$ cat config.mk
export PLATFORM = sky130hd
export DESIGN_NAME = uart_tx
export DESIGN_NICKNAME = d
export VERILOG_FILES = /design/src/rtl/uart_tx.sv
export SDC_FILE = /design/constraint.sdc
export NUM_CORES = 1
export LEC_CHECK = 0
export CORE_MARGIN = 1.5
export CORE_UTILIZATION = 50
export CTS_BUF_LIST = sky130_fd_sc_hd__clkbuf_8
export CTS_CLUSTER_SIZE = 14
export DETAILED_ROUTE_END_ITERATION = 7
export GPL_TIMING_DRIVEN = 1
export PLACE_DENSITY = 0.82
export SYNTH_ARGS = -nofsm -noshare
export SYNTH_HDL_FRONTEND = slang
export SYNTH_SLANG_ARGS = --single-unit
export TNS_END_PERCENT = 10
$ cat constraint.sdc
create_clock -name clock -period 4.75 [get_ports clock]
set_input_delay 1.1875 -clock clock [delete_from_list [all_inputs] [get_ports clock]]
set_output_delay 1.1875 -clock clock [all_outputs]
set_load 0.01 [all_outputs]
$ cat src/rtl/uart_tx.sv
// UART transmitter: valid/ready word in, start + LSB-first data + optional parity + stop bits out on tx.
// Parity is compiled in only when UART_TX_PARITY_EN is defined.
module uart_tx #(
  parameter int CLK_FREQ   = 100_000_000,
  parameter int BAUD_RATE  = 115200,
  parameter int DATA_WIDTH = 8,
  parameter int STOP_BITS  = 1,
  parameter int PARITY_ODD = 0
) (
  input  logic                  clock,
  input  logic                  reset,
  input  logic [DATA_WIDTH-1:0] tx_data,
  input  logic                  tx_valid,
  output logic                  tx_ready,
  output logic                  tx,
  output logic                  tx_busy
);

  localparam int CLKS_PER_BIT = CLK_FREQ / BAUD_RATE;
  localparam int CNT_W        = (CLKS_PER_BIT > 1) ? $clog2(CLKS_PER_BIT) : 1;
  localparam int BIT_W        = $clog2(DATA_WIDTH + 1);

  localparam logic [CNT_W-1:0] BAUD_LAST = CNT_W'(CLKS_PER_BIT - 1);
  localparam logic [BIT_W-1:0] DATA_LAST = BIT_W'(DATA_WIDTH - 1);
  localparam logic [BIT_W-1:0] STOP_LAST = BIT_W'(STOP_BITS - 1);

  if (DATA_WIDTH < 5 || DATA_WIDTH > 9 || (STOP_BITS != 1 && STOP_BITS != 2) ||
      (PARITY_ODD != 0 && PARITY_ODD != 1)) begin : g_bad_params
    $error("uart_tx: illegal parameter set");
  end

  typedef enum logic [2:0] {
    IDLE,
    START,
    DATA,
`ifdef UART_TX_PARITY_EN
    PARITY,
`endif
    STOP
  } state_t;

  state_t                  state, state_next;
  logic [CNT_W-1:0]        baud_cnt;
  logic [BIT_W-1:0]        bit_count;
  logic [DATA_WIDTH-1:0]   shift_reg, shift_next;
  logic                    tx_next;
  logic                    accept;
  logic                    bit_done;
`ifdef UART_TX_PARITY_EN
  logic                    parity_q;
`endif

  assign accept   = tx_valid && (state == IDLE);
  assign bit_done = (state != IDLE) && (baud_cnt == BAUD_LAST);

  // NOTE: state elements use non-blocking assignments so every flop samples pre-edge values.
  always_ff @(posedge clock) begin
    if (reset) state <= IDLE;
    else       state <= state_next;
  end

  // NOTE: each combinational output gets a default first so no path leaves it unassigned (no latch).
  always_comb begin
    state_next = state;
    case (state)
      IDLE:  if (accept) state_next = START;
      START: if (bit_done) state_next = DATA;
      DATA: begin
        if (bit_done && bit_count == DATA_LAST) begin
`ifdef UART_TX_PARITY_EN
          state_next = PARITY;
`else
          state_next = STOP;
`endif
        end
      end
`ifdef UART_TX_PARITY_EN
      PARITY: if (bit_done) state_next = STOP;
`endif
      STOP:  if (bit_done && bit_count == STOP_LAST) state_next = IDLE;
      default: state_next = IDLE;
    endcase
  end

  // tx is registered from the upcoming state so the line changes on the same edge as the FSM.
  always_comb begin
    shift_next = shift_reg;
    if (accept)                        shift_next = tx_data;
    else if (state == DATA && bit_done) shift_next = shift_reg >> 1;

    tx_ready = (state == IDLE);
    tx_busy  = !tx_ready;

    tx_next = 1'b1;
    case (state_next)
      IDLE:    tx_next = 1'b1;
      START:   tx_next = 1'b0;
      DATA:    tx_next = shift_next[0];
`ifdef UART_TX_PARITY_EN
      PARITY:  tx_next = parity_q;
`endif
      STOP:    tx_next = 1'b1;
      default: tx_next = 1'b1;
    endcase
  end

  always_ff @(posedge clock) begin
    if (reset) begin
      baud_cnt  <= '0;
      bit_count <= '0;
      shift_reg <= '0;
      tx        <= 1'b1;
`ifdef UART_TX_PARITY_EN
      parity_q  <= 1'b0;
`endif
    end else begin
      shift_reg <= shift_next;
      tx        <= tx_next;

      if (accept || state == IDLE || bit_done) baud_cnt <= '0;
      else                                     baud_cnt <= baud_cnt + 1'b1;

      // bit_count indexes data bits, then is reused to count stop bits.
      if (accept)        bit_count <= '0;
      else if (bit_done) bit_count <= (state_next == state) ? bit_count + 1'b1 : '0;

`ifdef UART_TX_PARITY_EN
      if (accept) parity_q <= (^tx_data) ^ (PARITY_ODD != 0);
`endif
    end
  end

endmodule
== After elaboration in Yosys (flattened, before gate mapping) ==
Index checks and enable logic that the tools add are counted.
Word-level totals
  flip-flop bits (word level): 26
  input port bits: 11
  output and inout port bits: 3
Cells by class
  $add $sub $neg: 2
  equal/unequal tests: 8
  muxes and demuxes: 9
  reductions and logical operators: 14
Operator list (number)
  $mux W8: 2
  $mux W3: 4
  $pmux W3 S4: 1
  $add A10 B1 Y10 const B: 1
  $eq A10 B10 Y1 const B: 1
  $eq A3 B2 Y1 const B: 3
  $eq A3 B1 Y1 const B: 2
  $logic_and A1 B1 Y1: 5
  $add A4 B1 Y4 const B: 1
  $eq A4 B3 Y1 const B: 1
  $logic_not A4 Y1: 1
  $mux W4: 1
  $reduce_or A2 Y1: 2
  $eq A3 B3 Y1: 1
  $logic_not A3 Y1: 1
  $reduce_bool A3 Y1: 1
  $logic_or A1 B1 Y1: 2
  $pmux W1 S2: 1
  $reduce_bool A2 Y1: 1
  $logic_not A1 Y1: 1

== Longest topological paths before layout ==
  depth after elaboration: 7
  mapped depth: 8
  depth with buffers taken out: 7

== Worst setup path before layout ==
Ideal clock, no wire load.
  path kind: reg-to-output
  from: reg state[1]
  to: out tx_ready
  arrival: 0.978 ns
  data required time: 3.563 ns
  slack: 2.585 ns
  cell stages (with the launch flop): 4
  path buffers: 1
  path through: dfxtp_1 -> buf_2 -> or3_1 -> inv_1
Between the ends
  word-level cells in the longest chain between the ends: 1
RTL lines
  start, declared: RTL line 42  | state_t state, state_next;
  start signal, assigned: RTL line 59  | else state <= state_next;
  $logic_not A3 Y1: RTL line 91  | tx_ready = (state == IDLE);
  end, declared: RTL line 14  | output logic tx_ready,
No other way between the ends.

== Final worst setup path ==
  from: reg state[2]
  to: out tx_ready
Same word-level chain as after synthesis.

==> results summary <==
STA classifies the critical path startpoint as a register. The synthesized flop and latch total came out at 26. The area of the die came out at 3060 um^2.

The count of hold buffers inserted by post-cts repair is 0. The initial standard-cell utilization of the core came out at 54.2%. The sum of negative setup slack came out at 0 ns. The multi-input combinational cells in the finished layout cover a total of 767 um^2. Each instance of the synthesized netlist takes up on average 9.24 um^2. Relative to the synthesized area, the layout overhead comes to 13.0%. Counting every net in the synthesized netlist gives 162.

The count of synthesis-stage warnings from yosys came out at 0. The master cell of the clock root buffer is sky130_fd_sc_hd__clkbuf_8. The endpoint class of the critical path is an output port. The clock tree from TritonCTS is done. The routed wire length on met3 came out at 93 um. The reg2reg setup slack came out at 2.78 ns. The final-report max-slew violation count came out at 0. Dividing the detail-routed via count by the number of cells gives 5.63.

After detailed routing, no signal wire sits above met4. The post-cts resize count came out at 0. The core box area came out at 2520 um^2. In this design, the stage delay of the slowest critical-path cell is 0.54 ns. In this run the most critical hold path is launched from shift_reg[7]$_SDFFE_PP0P_. The count of fill cells added during filler insertion came out at 227. Sequential elements use 38.1% of the synthesized area. The met1 wire length came out at 1180 um. The synthesized netlist contains 44 unique library cells. After detailed routing, the total wire length is 2570 um. The total clock buffers created by CTS is 3. The sequential cell area is 520 um^2. The clock insertion delay at the later pin of the skew report is 0.27 ns. The headroom to the max-slew limit came out at 62.9%. The cell count of the worst hold path is 2. The number of buffers inserted by post-CTS setup repair is 0. The data arrival time of the critical path is 1.76 ns. The remaining design rule violation count came out at 0. The repair_antennas step left the layout with diodes totalling 0.

VDD sags by at most 194 uV. The count of maximum capacitance violations came out at 0. The total iterations of the first detailed-routing run is 4. The number of instances in the synthesized netlist came out at 148. The setup-violating endpoint count in the final report came out at 0. The count of cells along the worst register-to-register path is 6.

For this block, the via count after detailed routing is 1047. For the pin with the worst max-slew slack, the measured transition is 0.554 ns. The global-route wire length before repair is 4370 um. The min-delay analysis places its worst path in the category register to register. The final clock skew came out at 0.00167 ns. The overflow left after global routing came out at 0.

The initialized floorplan defines 18 standard-cell rows. The peak clock frequency supported by timing came out at 0.339 GHz. The antenna violation net count after detailed routing is 0. Entering global routing, the biggest net connects 18 pins.

The top cell types in the final layout, fill and taps aside, are 26 x sky130_fd_sc_hd__dfxtp_1, 14 x sky130_fd_sc_hd__nor2_1, 13 x sky130_fd_sc_hd__clkdlybuf4s50_1. The layout cell share with drive strength beyond 1 is 14.1%. Walking the worst path, the cells encountered are or3_1 > inv_1 > clkdlybuf4s50_1.

The routed length per placed instance is 13.8 um. The startpoint identified for the worst register-to-register timing path is baud_cnt[0]$_SDFF_PP0_. The worst register-to-register path ends at bit_count[3]$_SDFFE_PP0P_. The via count of the first global-routing pass came out at 1007. Setup repair after global routing left no endpoint under its margin.

After clock tree synthesis, the clock-pin slew on the worst setup and hold paths is 0.09 ns. The flip-flop count of the largest register, all copies and words added came out at 10. The post-DP HPWL is 1890 um. The final hold violation count was 0. The overall fraction of global-route tracks in use is 17.3%.

The cell at the slowest stage of the critical path is sky130_fd_sc_hd__clkdlybuf4s50_1. The number of antenna violations at the first check in global routing came to 0. In this run the tool buffered the top-level ports with 13 buffer cells. The routability congestion estimate is 0.794.

The run finished with clean final reports. The standby leakage power is 0.000594 uW. The clock period could shrink to 2.95 ns. The number of DRC markers in iteration 0 came out at 48. The cell area after technology mapping came out at 1370 um^2. The data required time of the worst path came out at 3.56 ns. The top-level port count came out at 14. The type of the worst setup path is register to output port.

The power density normalized to cell area is 292 nW/um^2. In this run the deepest clock path goes through 2 buffers. The end of the worst hold path is shift_reg[7]$_SDFFE_PP0P_. The clock sink count came out at 26.

The final layout net count is 171. Of all nets on the critical path, the largest fanout is 7. The horizontal extent of the die came out at 55.3 um. Leaving out fill and tap cells, the most frequent cell in the layout is sky130_fd_sc_hd__dfxtp_1. The post-route total power is 451 uW. The routed design uses 1280 um of met2 wire.

The vertical die dimension came out at 55.3 um. The period utilization came out at 62.1%. In this run the number of H-tree levels came out at 1.
-- layer usage --
metal,vias to the layer above,track usage [%]
met5,-,0
met4,0,5.57
met3,2,2.81
met2,24,29.3
met1,483,22.5
li1,538,-
-- power breakdown --
part / internal (uW) / switching [uW] / total, uW / leakage, uW
sequential: 225 / 5.46 / 230 / 0.000212
combinational: 19.7 / 18.7 / 38.4 / 0.000347
clock: 113 / 69.6 / 182 / 0.0000357
-- logic make-up after synthesis --
| logic type | count (synthesis) | share of synthesized area [%] |
|---|---|---|
| AOI/OAI and AO/OA | 25 | 12.7 |
| xor gates and xnor gates | 8 | 5.12 |
| adders and majority gates | 3 | 2.75 |
| buffers and inverters | 14 | 5.86 |
| DFF | 26 | 38.1 |
| muxes | 9 | 6.68 |
| other | 1 | 0.274 |
| and+or+nand+nor | 62 | 28.5 |
-- worst max-delay path by stage --
stage	startpoint	endpoint	slack, ns
after global placement	tx_valid	tx$_SDFF_PP1_	1.93
after CTS	state[2]$_SDFF_PP0_	tx_ready	1.81
after global routing	state[2]$_SDFF_PP0_	tx_ready	1.76
after floorplan	state[1]$_SDFF_PP0_	tx_ready	2.58
final	state[2]$_SDFF_PP0_	tx_ready	1.80
after detailed placement	reset	baud_cnt[3]$_SDFF_PP0_	1.89
-- cell type report --
| cell class | count | area share (%) |
|---|---|---|
| multi-input cells | 108 | 49.6 |
| flip-flops and latches | 26 | 33.7 |
| repair buffers | 13 | 8.42 |
| clock buffers | 3 | 2.67 |
| well taps | 30 | 2.43 |
| clock inverters | 1 | 1.94 |
| inverters | 5 | 1.21 |
-- through the flow --
| step | setup slack, ns | instances | util, % | hold WS (ns) | area (um^2) |
|---|---|---|---|---|---|
| global route | 1.76 | 186 | 61.3 | 0.518 | 1550 |
| finish | 1.80 | 186 | 61.3 | 0.487 | 1550 |
| CTS | 1.81 | 186 | 61.3 | 0.490 | 1550 |
| detailed placement | 1.89 | 182 | 58.4 | 0.473 | 1470 |
| global placement | 1.93 | 182 | 58.4 | 0.449 | 1470 |
| floorplan | 2.58 | 148 | - | 0.439 | 1370 |
-- worst max-delay path: cells and delay by family, from the launching register on --
family,cells,cell delay (ns)
buffers and inverters,2,0.66
AND/OR/NAND/NOR,1,0.46
flip-flops,1,0.38
-- synth_stat cells, drive strengths merged --
cell / n / area [um^2]
a211oi: 8 / 60.1
a21oi: 6 / 30.0
a22oi: 1 / 7.51
a2bb2oi: 1 / 8.76
a31o: 1 / 8.76
a31oi: 1 / 6.26
a41o: 1 / 10.0
a41oi: 2 / 17.5
and2: 1 / 6.26
and3: 3 / 23.8
and4: 1 / 10.0
and4b: 1 / 10.0
buf: 7 / 53.8
clkbuf: 2 / 7.51
conb: 1 / 3.75
dfxtp: 26 / 521
ha: 3 / 37.5
inv: 5 / 18.8
mux2: 1 / 11.3
mux2i: 8 / 80.1
nand2: 7 / 26.3
nand2b: 2 / 12.5
nand3: 8 / 40.0
nand4: 3 / 40.0
nand4b: 1 / 8.76
nor2: 24 / 120
nor2b: 2 / 12.5
nor3: 1 / 16.3
nor3b: 2 / 20.0
nor4: 1 / 6.26
nor4b: 1 / 8.76
nor4bb: 1 / 10.0
o21ai: 2 / 10.0
o21bai: 2 / 15.0
or3: 3 / 18.8
xnor2: 4 / 35.0
xor2: 4 / 35.0
No activity file was read; power rests on OpenSTA's default activity.
